`src/rtl/byte_queue_pkg.sv`:
```
// Shared types and default sizing for the byte_queue FIFO stage.
package byte_queue_pkg;

  localparam int unsigned DEPTH_DEF  = 8;
  localparam int unsigned DATA_W_DEF = 8;

  typedef enum logic [1:0] {
    IDLE     = 2'd0,
    ACK      = 2'd1,
    WAIT_LOW = 2'd2
  } q_state_t;

endpackage

```
`src/rtl/byte_queue_mem.sv`:
```
// DEPTH x DATA_W register array: one synchronous write port and one asynchronous read port, no reset.
module byte_queue_mem
  import byte_queue_pkg::*;
#(
  parameter int unsigned DEPTH  = DEPTH_DEF,
  parameter int unsigned DATA_W = DATA_W_DEF,
  localparam int unsigned PTR_W = $clog2(DEPTH)
) (
  input  logic              clk,
  input  logic              wr_en,
  input  logic [PTR_W-1:0]  wr_addr,
  input  logic [DATA_W-1:0] wr_data,
  input  logic [PTR_W-1:0]  rd_addr,
  output logic [DATA_W-1:0] rd_data_c
);

  logic [DATA_W-1:0] mem [DEPTH];

  always_ff @(posedge clk) begin
    if (wr_en) begin
      mem[wr_addr] <= wr_data;
    end
  end

  assign rd_data_c = mem[rd_addr];

endmodule

```
`src/rtl/byte_queue.sv`:
```
// Circular byte FIFO behind the deserializer: data_ready/ack enqueue FSM, explicit dequeue.
// Optional sticky stall flag overflow_out when BYTE_QUEUE_OVERFLOW_FLAG_EN is defined.
module byte_queue
  import byte_queue_pkg::*;
#(
  parameter int unsigned DEPTH  = DEPTH_DEF,
  parameter int unsigned DATA_W = DATA_W_DEF,
  localparam int unsigned PTR_W = $clog2(DEPTH),
  localparam int unsigned CNT_W = PTR_W + 1
) (
  input  logic              clk_100mhz,
  input  logic              reset,
  input  logic [DATA_W-1:0] data_in,
  input  logic              enqueue_in,
  output logic              ack_out,
  input  logic              dequeue_in,
  output logic [DATA_W-1:0] data_out,
  output logic              data_valid_out,
  output logic [CNT_W-1:0]  len_out,
  output logic              empty_out,
`ifdef BYTE_QUEUE_OVERFLOW_FLAG_EN
  output logic              full_out,
  output logic              overflow_out
`else
  output logic              full_out
`endif
);

  q_state_t          state;
  logic [PTR_W-1:0]  wr_ptr;
  logic [PTR_W-1:0]  rd_ptr;
  logic [CNT_W-1:0]  count;
  logic [DATA_W-1:0] rd_data_c;
  logic              wr_en_c;
  logic              rd_en_c;

  assign len_out   = count;
  assign empty_out = (count == '0);
  assign full_out  = (count == CNT_W'(DEPTH));

  // Both decisions use the pre-edge count: no bypass when empty, no accept when full.
  assign wr_en_c = (state == IDLE) && enqueue_in && !full_out;
  assign rd_en_c = dequeue_in && !empty_out;

  byte_queue_mem #(
    .DEPTH  (DEPTH),
    .DATA_W (DATA_W)
  ) u_mem (
    .clk       (clk_100mhz),
    .wr_en     (wr_en_c),
    .wr_addr   (wr_ptr),
    .wr_data   (data_in),
    .rd_addr   (rd_ptr),
    .rd_data_c (rd_data_c)
  );

  // Enqueue handshake FSM; WAIT_LOW keeps a lingering data_ready from writing twice.
  always_ff @(posedge clk_100mhz) begin
    if (!reset) begin
      state   <= IDLE;
      ack_out <= 1'b0;
      wr_ptr  <= '0;
    end else begin
      ack_out <= 1'b0;
      case (state)
        IDLE: begin
          if (wr_en_c) begin
            wr_ptr  <= wr_ptr + PTR_W'(1);
            ack_out <= 1'b1;
            state   <= ACK;
          end
        end
        ACK:      state <= WAIT_LOW;
        WAIT_LOW: if (!enqueue_in) state <= IDLE;
        default:  state <= IDLE;
      endcase
    end
  end

  // Dequeue path and occupancy.
  always_ff @(posedge clk_100mhz) begin
    if (!reset) begin
      rd_ptr         <= '0;
      count          <= '0;
      data_out       <= '0;
      data_valid_out <= 1'b0;
    end else begin
      data_valid_out <= rd_en_c;
      if (rd_en_c) begin
        data_out <= rd_data_c;
        rd_ptr   <= rd_ptr + PTR_W'(1);
      end
      count <= count + CNT_W'(wr_en_c) - CNT_W'(rd_en_c);
    end
  end

`ifdef BYTE_QUEUE_OVERFLOW_FLAG_EN
  // Sticky record that the deserializer was stalled by a full queue.
  always_ff @(posedge clk_100mhz) begin
    if (!reset) begin
      overflow_out <= 1'b0;
    end else if ((state == IDLE) && enqueue_in && full_out) begin
      overflow_out <= 1'b1;
    end
  end
`endif

endmodule

```
`config.mk`:
```
export PLATFORM = sky130hd
export DESIGN_NAME = byte_queue
export DESIGN_NICKNAME = d
export VERILOG_FILES = /design/src/rtl/byte_queue_pkg.sv /design/src/rtl/byte_queue_mem.sv /design/src/rtl/byte_queue.sv
export SDC_FILE = /design/constraint.sdc
export NUM_CORES = 1
export LEC_CHECK = 0
export BUFFER_PORTS_ARGS = -buffer_cell sky130_fd_sc_hd__buf_2
export CAP_MARGIN = 40
export CORE_MARGIN = 4
export CORE_UTILIZATION = 40
export CTS_CLUSTER_DIAMETER = 40
export CTS_CLUSTER_SIZE = 16
export DETAILED_ROUTE_END_ITERATION = 12
export MAX_ROUTING_LAYER = met4
export PLACE_DENSITY = 0.58
export RECOVER_POWER = 50
export SYNTH_ARGS = -nofsm -noshare
export SYNTH_HDL_FRONTEND = slang
export SYNTH_SLANG_ARGS = --single-unit
export TNS_END_PERCENT = 50
```
`constraint.sdc`:
```
create_clock -name clk_100mhz -period 2.3 [get_ports clk_100mhz]
set_input_delay 0.115 -clock clk_100mhz [delete_from_list [all_inputs] [get_ports clk_100mhz]]
set_output_delay 0.115 -clock clk_100mhz [all_outputs]
set_load 0.02 [all_outputs]
```
-- After elaboration in Yosys (flattened, before gate mapping)
Memories as Yosys holds them, arrays and structs flattened. A register that Yosys moved wholly into a read port is not among the register bits.
Cells that the tools add are included.
- add/sub/neg operators: 4
- eq/ne operators: 5
- muxes and demuxes: 5
- reductions and logical operators: 11
- operators by type and width (cell ; count):
    adder 3 x 1 -> 3 bit, second input constant ; 2
    one-hot mux 2 bit (3 select lines) ; 1
    AND reduction 2 bit ; 3
    adder 4 x 1 -> 4 bit ; 1
    == test 4 bit, second input constant ; 1
    zero test 4 bit ; 1
    2-to-1 mux 2 bit ; 2
    != test 2 bit, second input constant ; 2
    subtractor 4 x 1 -> 4 bit ; 1
    logical AND 1 bit ; 3
    zero test 1 bit ; 3
    == test 2 x 1 -> 1 bit, second input constant ; 1
    == test 2 bit, second input constant ; 1
    zero test 2 bit ; 1
    2-to-1 mux 1 bit ; 2
- register bits after elaboration: 14
- RAM bits: 64
- bits of input ports: 12
- output and inout port bits: 16
- logic and storage cells: 32
- memories: 1
- memory list (memory ; depth ; width ; read ports ; clocked after Yosys merged registers in ; write ports ; RTL line ; source):
    u_mem.mem ; 8 ; 8 ; 1 ; 1 ; 1 ; byte_queue_mem.sv:17 ; logic [DATA_W-1:0] mem [DEPTH];

-- Logic depth before layout (Yosys ltp)
- depth after elaboration: 5
- depth in mapped cells: 12
- gate-level depth less buffers: 12

-- By module
Synthesis repeated with hierarchy kept, for this count alone.
- cell total of the unflattened synthesis: 215
- area, all modules: 3558.4 um^2
- modules (own cells, without submodules) (module ; times used ; cells each ; area an instance (um^2) ; sequential area each (um^2)):
    byte_queue_mem ; 1 ; 106 ; 2531.2 ; 1921.8
    byte_queue ; 1 ; 109 ; 1027.2 ; 440.4

-- Worst setup path before layout
No wires, ideal clock.
- kind: register -> register
- from: register count[3] (netlist: len_out[3])
- to: register count[2] (netlist: len_out[2])
- library setup time: 0.128 ns
- arrival time: 2.598 ns
- required time: 2.172 ns
- path slack: -0.426 ns
- cell stages (with the launch flop): 12
- buffers on the path: 0
- clock period less this slack: 2.726 ns
- cells stage by stage: dfxtp_1 > ha_1 > nor3b_1 > nor3_1 > inv_2 > ha_1 > inv_1 > ha_1 > inv_1 > fa_1 > xor2_1 > nor2_1
- cells in the longest elaborated chain, start to end: 5
- elaborated cells on any way between the ends: 8
- classes of those cells: add/sub: 2; eq/ne: 1; reduce/logical: 5
- ends and longest elaborated chain (element ; RTL line ; source):
    start: declaration ; byte_queue.sv:32 ; logic [CNT_W-1:0] count;
    start signal: assignment ; byte_queue.sv:93 ; count <= count + CNT_W'(wr_en_c) - CNT_W'(rd_en_c);
    == test 4 bit ; byte_queue.sv:39 ; assign full_out = (count == CNT_W'(DEPTH));
    net full_out ; byte_queue.sv:25 ; output logic full_out
    zero test 1 bit ; byte_queue.sv:42 ; assign wr_en_c = (state == IDLE) && enqueue_in && !full_out;
    logical AND 1 bit ; byte_queue.sv:42 ;
    adder 4 x 1 -> 4 bit ; byte_queue.sv:93 ;
    subtractor 4 x 1 -> 4 bit ; byte_queue.sv:93 ;
The timed path passes the listed nets, and every way through them passes these cells.
A chain may end at the register's enable or synchronous reset.

-- Worst setup path in the final report
- from: register count[2] (netlist: len_out[2])
- to: register count[3] (netlist: len_out[3])
- elaborated cells on any way between the ends: 8
- classes of those cells: add/sub: 2; eq/ne: 1; reduce/logical: 5
- RTL lines (element ; RTL line ; source):
    zero test 4 bit ; byte_queue.sv:38 ; assign empty_out = (count == '0);
    zero test 1 bit ; byte_queue.sv:43 ; assign rd_en_c = dequeue_in && !empty_out;
    logical AND 1 bit ; byte_queue.sv:43 ;
    net rd_en_c ; byte_queue.sv:35 ; logic rd_en_c;
    subtractor 4 x 1 -> 4 bit ; byte_queue.sv:93 ;
The timed path passes the listed nets, and every way through them passes these cells.

==> results.py <==
metrics = {
    "run_status": {
        "status": "completed",
    },
    "floorplanning": {
        "pin_count": 28,
        "chipHeight_um": 100,
        "die_area_um2": 10000,
        "std_cell_rows": 33,
        "core-area_um2": 8220,
        "initial_core_util": 0.413,
        "die_x_um": 100,
    },
    "synthesis": {
        "synth_ff_type": "edfxtp_1",
        "ys_seq_area_frac": 0.697,
        "synth.area.mux_share": 0.0974,
        "yosys.area_share.xor_xnor": 0.0155,
        "synth_adder_area_share": 0.0354,
        "synthSimpleGateAreaFrac": 0.0601,
        "synth-compound-area-share": 0.0705,
        "syn_avg_cell_area_um2": 15.4,
        "ys_types": 31,
        "synthArstFlopShare": 0,
        "synth_top_family_by_area": "multiplexers",
        "syn_inst": 220,
        "synth_area_um2": 3390,
        "synth_nets": 241,
        "synth_warnings": 0,
        "synth_seq_cells": 86,
        "synth_edf_count": 64,
    },
    "layout": {
        "fin_nets": 292,
        "n_antenna_cell": 0,
        "seq_area_um2": 2370,
        "stdcell_area_um2": 4020,
        "area_delta_synth_final_pct": 18.4,
        "drive_above_1_share": 0.225,
        "multi_input_area_um2": 1000,
        "nFillCells": 709,
    },
    "sta": {
        "setup_violations": 0,
        "final_hold_viol_count": 0,
        "min_period_ps": 2210,
        "fin_worst_skew_ps": 5.88,
        "slew_headroom": 0.614,
        "worstMarginPinSlew_ps": 578,
        "report.final.slew_viol_count": 0,
        "finalCritPeriodShare": 0.959,
        "max_freq_mhz": 453,
        "finalWorstSetupSlack_ps": 93.9,
        "rsz0062_at_grt": "false",
    },
    "worst_hold_path": {
        "worstHoldEndpoint": "state[1]",
        "hold_start": "enqueue_in",
        "hold_depth": 3,
        "hold_class": "input port to register",
    },
    "detailed_routing": {
        "drc": 0,
        "first_iter_violations": 81,
        "wire_per_inst_um": 17.1,
        "ant_nets": 0,
        "via_count": 1906,
        "dr.pass1.iters": 4,
        "wirelength_um": 6510,
        "avgViaCountPerCell": 5.00,
    },
    "setup_path": {
        "worstPathArrival_ps": 2430,
        "criticalPathCategory": "register to register",
        "worstPathRequired_ps": 2520,
        "r2r_slack_ps": 90,
        "reg2reg_from": "len_out[2]",
        "r2r_cells": 13,
        "r2r-end": "len_out[3]",
        "worst_setup_path_end_kind": "register",
        "start_kind": "register",
        "cp_max_fo": 3,
    },
    "power_and_ir_drop": {
        "irDropWorstVdd_v": 0.000552,
        "power_density_nw_per_um2": 1080,
        "pwr-share-seq": 0.448,
        "internal_power_mw": 3.01,
        "p_leak_nw": 1.38,
        "pwr-share-comb": 0.294,
        "total_power_mw": 4.33,
        "pwr-share-clk": 0.258,
        "swShare": 0.306,
        "switchingPower_mw": 1.33,
    },
    "cts": {
        "clockBufferDepth": 2,
        "htree_num_levels": 3,
        "clkLatencyLatePin_ps": 340,
        "clock_sinks": 86,
        "clkTransAtPathRegs_ps": 80,
        "cts_tree": "built",
        "cts_root_buf": "clkbuf_8",
        "cts_buffers": 9,
    },
    "placed_design": {
        "place_congestion": 0.723,
        "dpl_worst_slack_ps": -37.2,
        "place_hpwl_um": 4070,
        "placed_area_um2": 3770,
        "portBuffers": 27,
    },
    "grt": {
        "grt_pass1_vias": 1842,
        "grt_start_max_net_pins": 21,
        "antenna_found_initial": 0,
        "grt_use_total": 0.139,
        "grt_pass1_wl_um": 9770,
        "grt.overflow.total": 0,
    },
    "job": {
        "cap_violations": 0,
    },
}
what timing repair did:
item / CTS / global route
hold buffers: 1 / 0
hold endpoints to repair: 1 / 0
resized for setup: 1 / 11
buffers inserted: 0 / 2
pin swaps: 0 / 6
endpoints found under the setup margin: 1 / 3
worst max-delay path, stage by stage (launching register included):
cell	delay [ps]
dfxtp_2	330
inv_2	80
ha_4	120
or3b_4	370
nand2_2	80
inv_2	40
ha_4	250
inv_2	30
ha_2	160
buf_4	130
a21o_1	160
a21oi_2	150
xnor2_1	130
nor2_1	50
sequential cells by signal (all words and copies together), names as in the netlist:
signal          cells
u_mem.mem          64
data_out            8
len_out             4
rd_ptr              3
wr_ptr              3
state               2
ack_out             1
data_valid_out      1
synthesized netlist by cell type, drive strengths merged (4+ instances only):
| master | n | area share |
|---|---|---|
| nand2 | 4 | 0.0052 |
| dfxtp | 22 | 0.13 |
| ha | 8 | 0.030 |
| nand2b | 4 | 0.0074 |
| mux2i | 33 | 0.097 |
| nor2 | 15 | 0.017 |
| a21oi | 4 | 0.0092 |
| buf | 7 | 0.012 |
| a32o | 8 | 0.024 |
| nor3 | 5 | 0.0074 |
| inv | 10 | 0.011 |
| edfxtp | 64 | 0.57 |
| xor2 | 5 | 0.013 |
| a22oi | 16 | 0.035 |
logic make-up (layout without fill, tap and decap cells):
| group | after synthesis | after routing |
|---|---|---|
| fa+ha+maj | 9 | 9 |
| buf+inv | 18 | 74 |
| mux | 33 | 33 |
| flops | 86 | 86 |
| compound gates | 29 | 29 |
| xor+xnor | 6 | 6 |
| simple gates | 39 | 39 |
worst max-delay path by stage:
stage / startpoint / cells after the start / end
4_1_cts: len_out[2] / 12 / len_out[2]
5_1_grt: len_out[2] / 12 / len_out[2]
3_3_place_gp: len_out[2] / 12 / len_out[2]
6_report: len_out[2] / 13 / len_out[3]
3_5_place_dp: len_out[2] / 12 / len_out[2]
2_1_floorplan: len_out[2] / 12 / len_out[2]
routing by layer:
layer / track usage / share of wire
met1: 0.174 / 0.46
met2: 0.220 / 0.50
met3: 0.0396 / 0.037
met4: 0.0435 / 0.0084
met5: - / 0
cell type report:
class,instances,share of cell area
Inverter,10,0.00935
Sequential cell,86,0.589
Tap cell,105,0.0327
Multi-Input combinational cell,116,0.250
Clock buffer,9,0.0309
Clock inverter,7,0.0221
Timing Repair Buffer,48,0.0654
cell usage in the layout (no fill, tap or decap), types with 3 or more instances in the layout:
cell      netlist  final
inv_2           1      6
inv_1           9      4
mux2i_1        33     33
nand2_1         3      3
ha_1            8      4
edfxtp_1       64     64
nor2_1         14     14
buf_4           4     18
nand2b_1        4      4
a22oi_1        16     16
buf_2           0      7
clkbuf_1        1     22
a32o_1          8      8
nor3_1          5      4
dfxtp_1        22     19
clkbuf_8        0      9
dfxtp_2         0      3
xor2_1          5      5
power by group through the flow:
stage | sequential, mW | combinational (mW) | clock (mW)
finish | 1.94 | 1.28 | 1.12
global route | 1.96 | 1.40 | 1.22
CTS | 1.94 | 1.26 | 1.14
detailed placement | 1.97 | 1.25 | 0
global placement | 1.97 | 1.23 | 0
floorplan | 2.06 | 0.789 | 0
per-stage QoR:
| step | hold slack, ps | setup TNS (ps) | util | std cells |
|---|---|---|---|---|
| floorplan | 214 | -31.1 | - | 220 |
| global placement | 331 | 0 | 0.459 | 362 |
| detailed placement | 335 | -37.2 | 0.459 | 362 |
| CTS | 15.9 | 0 | 0.487 | 379 |
| global route | 51.7 | 0 | 0.489 | 381 |
| finish | 53.6 | 0 | 0.489 | 381 |
No activity file was read; power rests on OpenSTA's default activity.
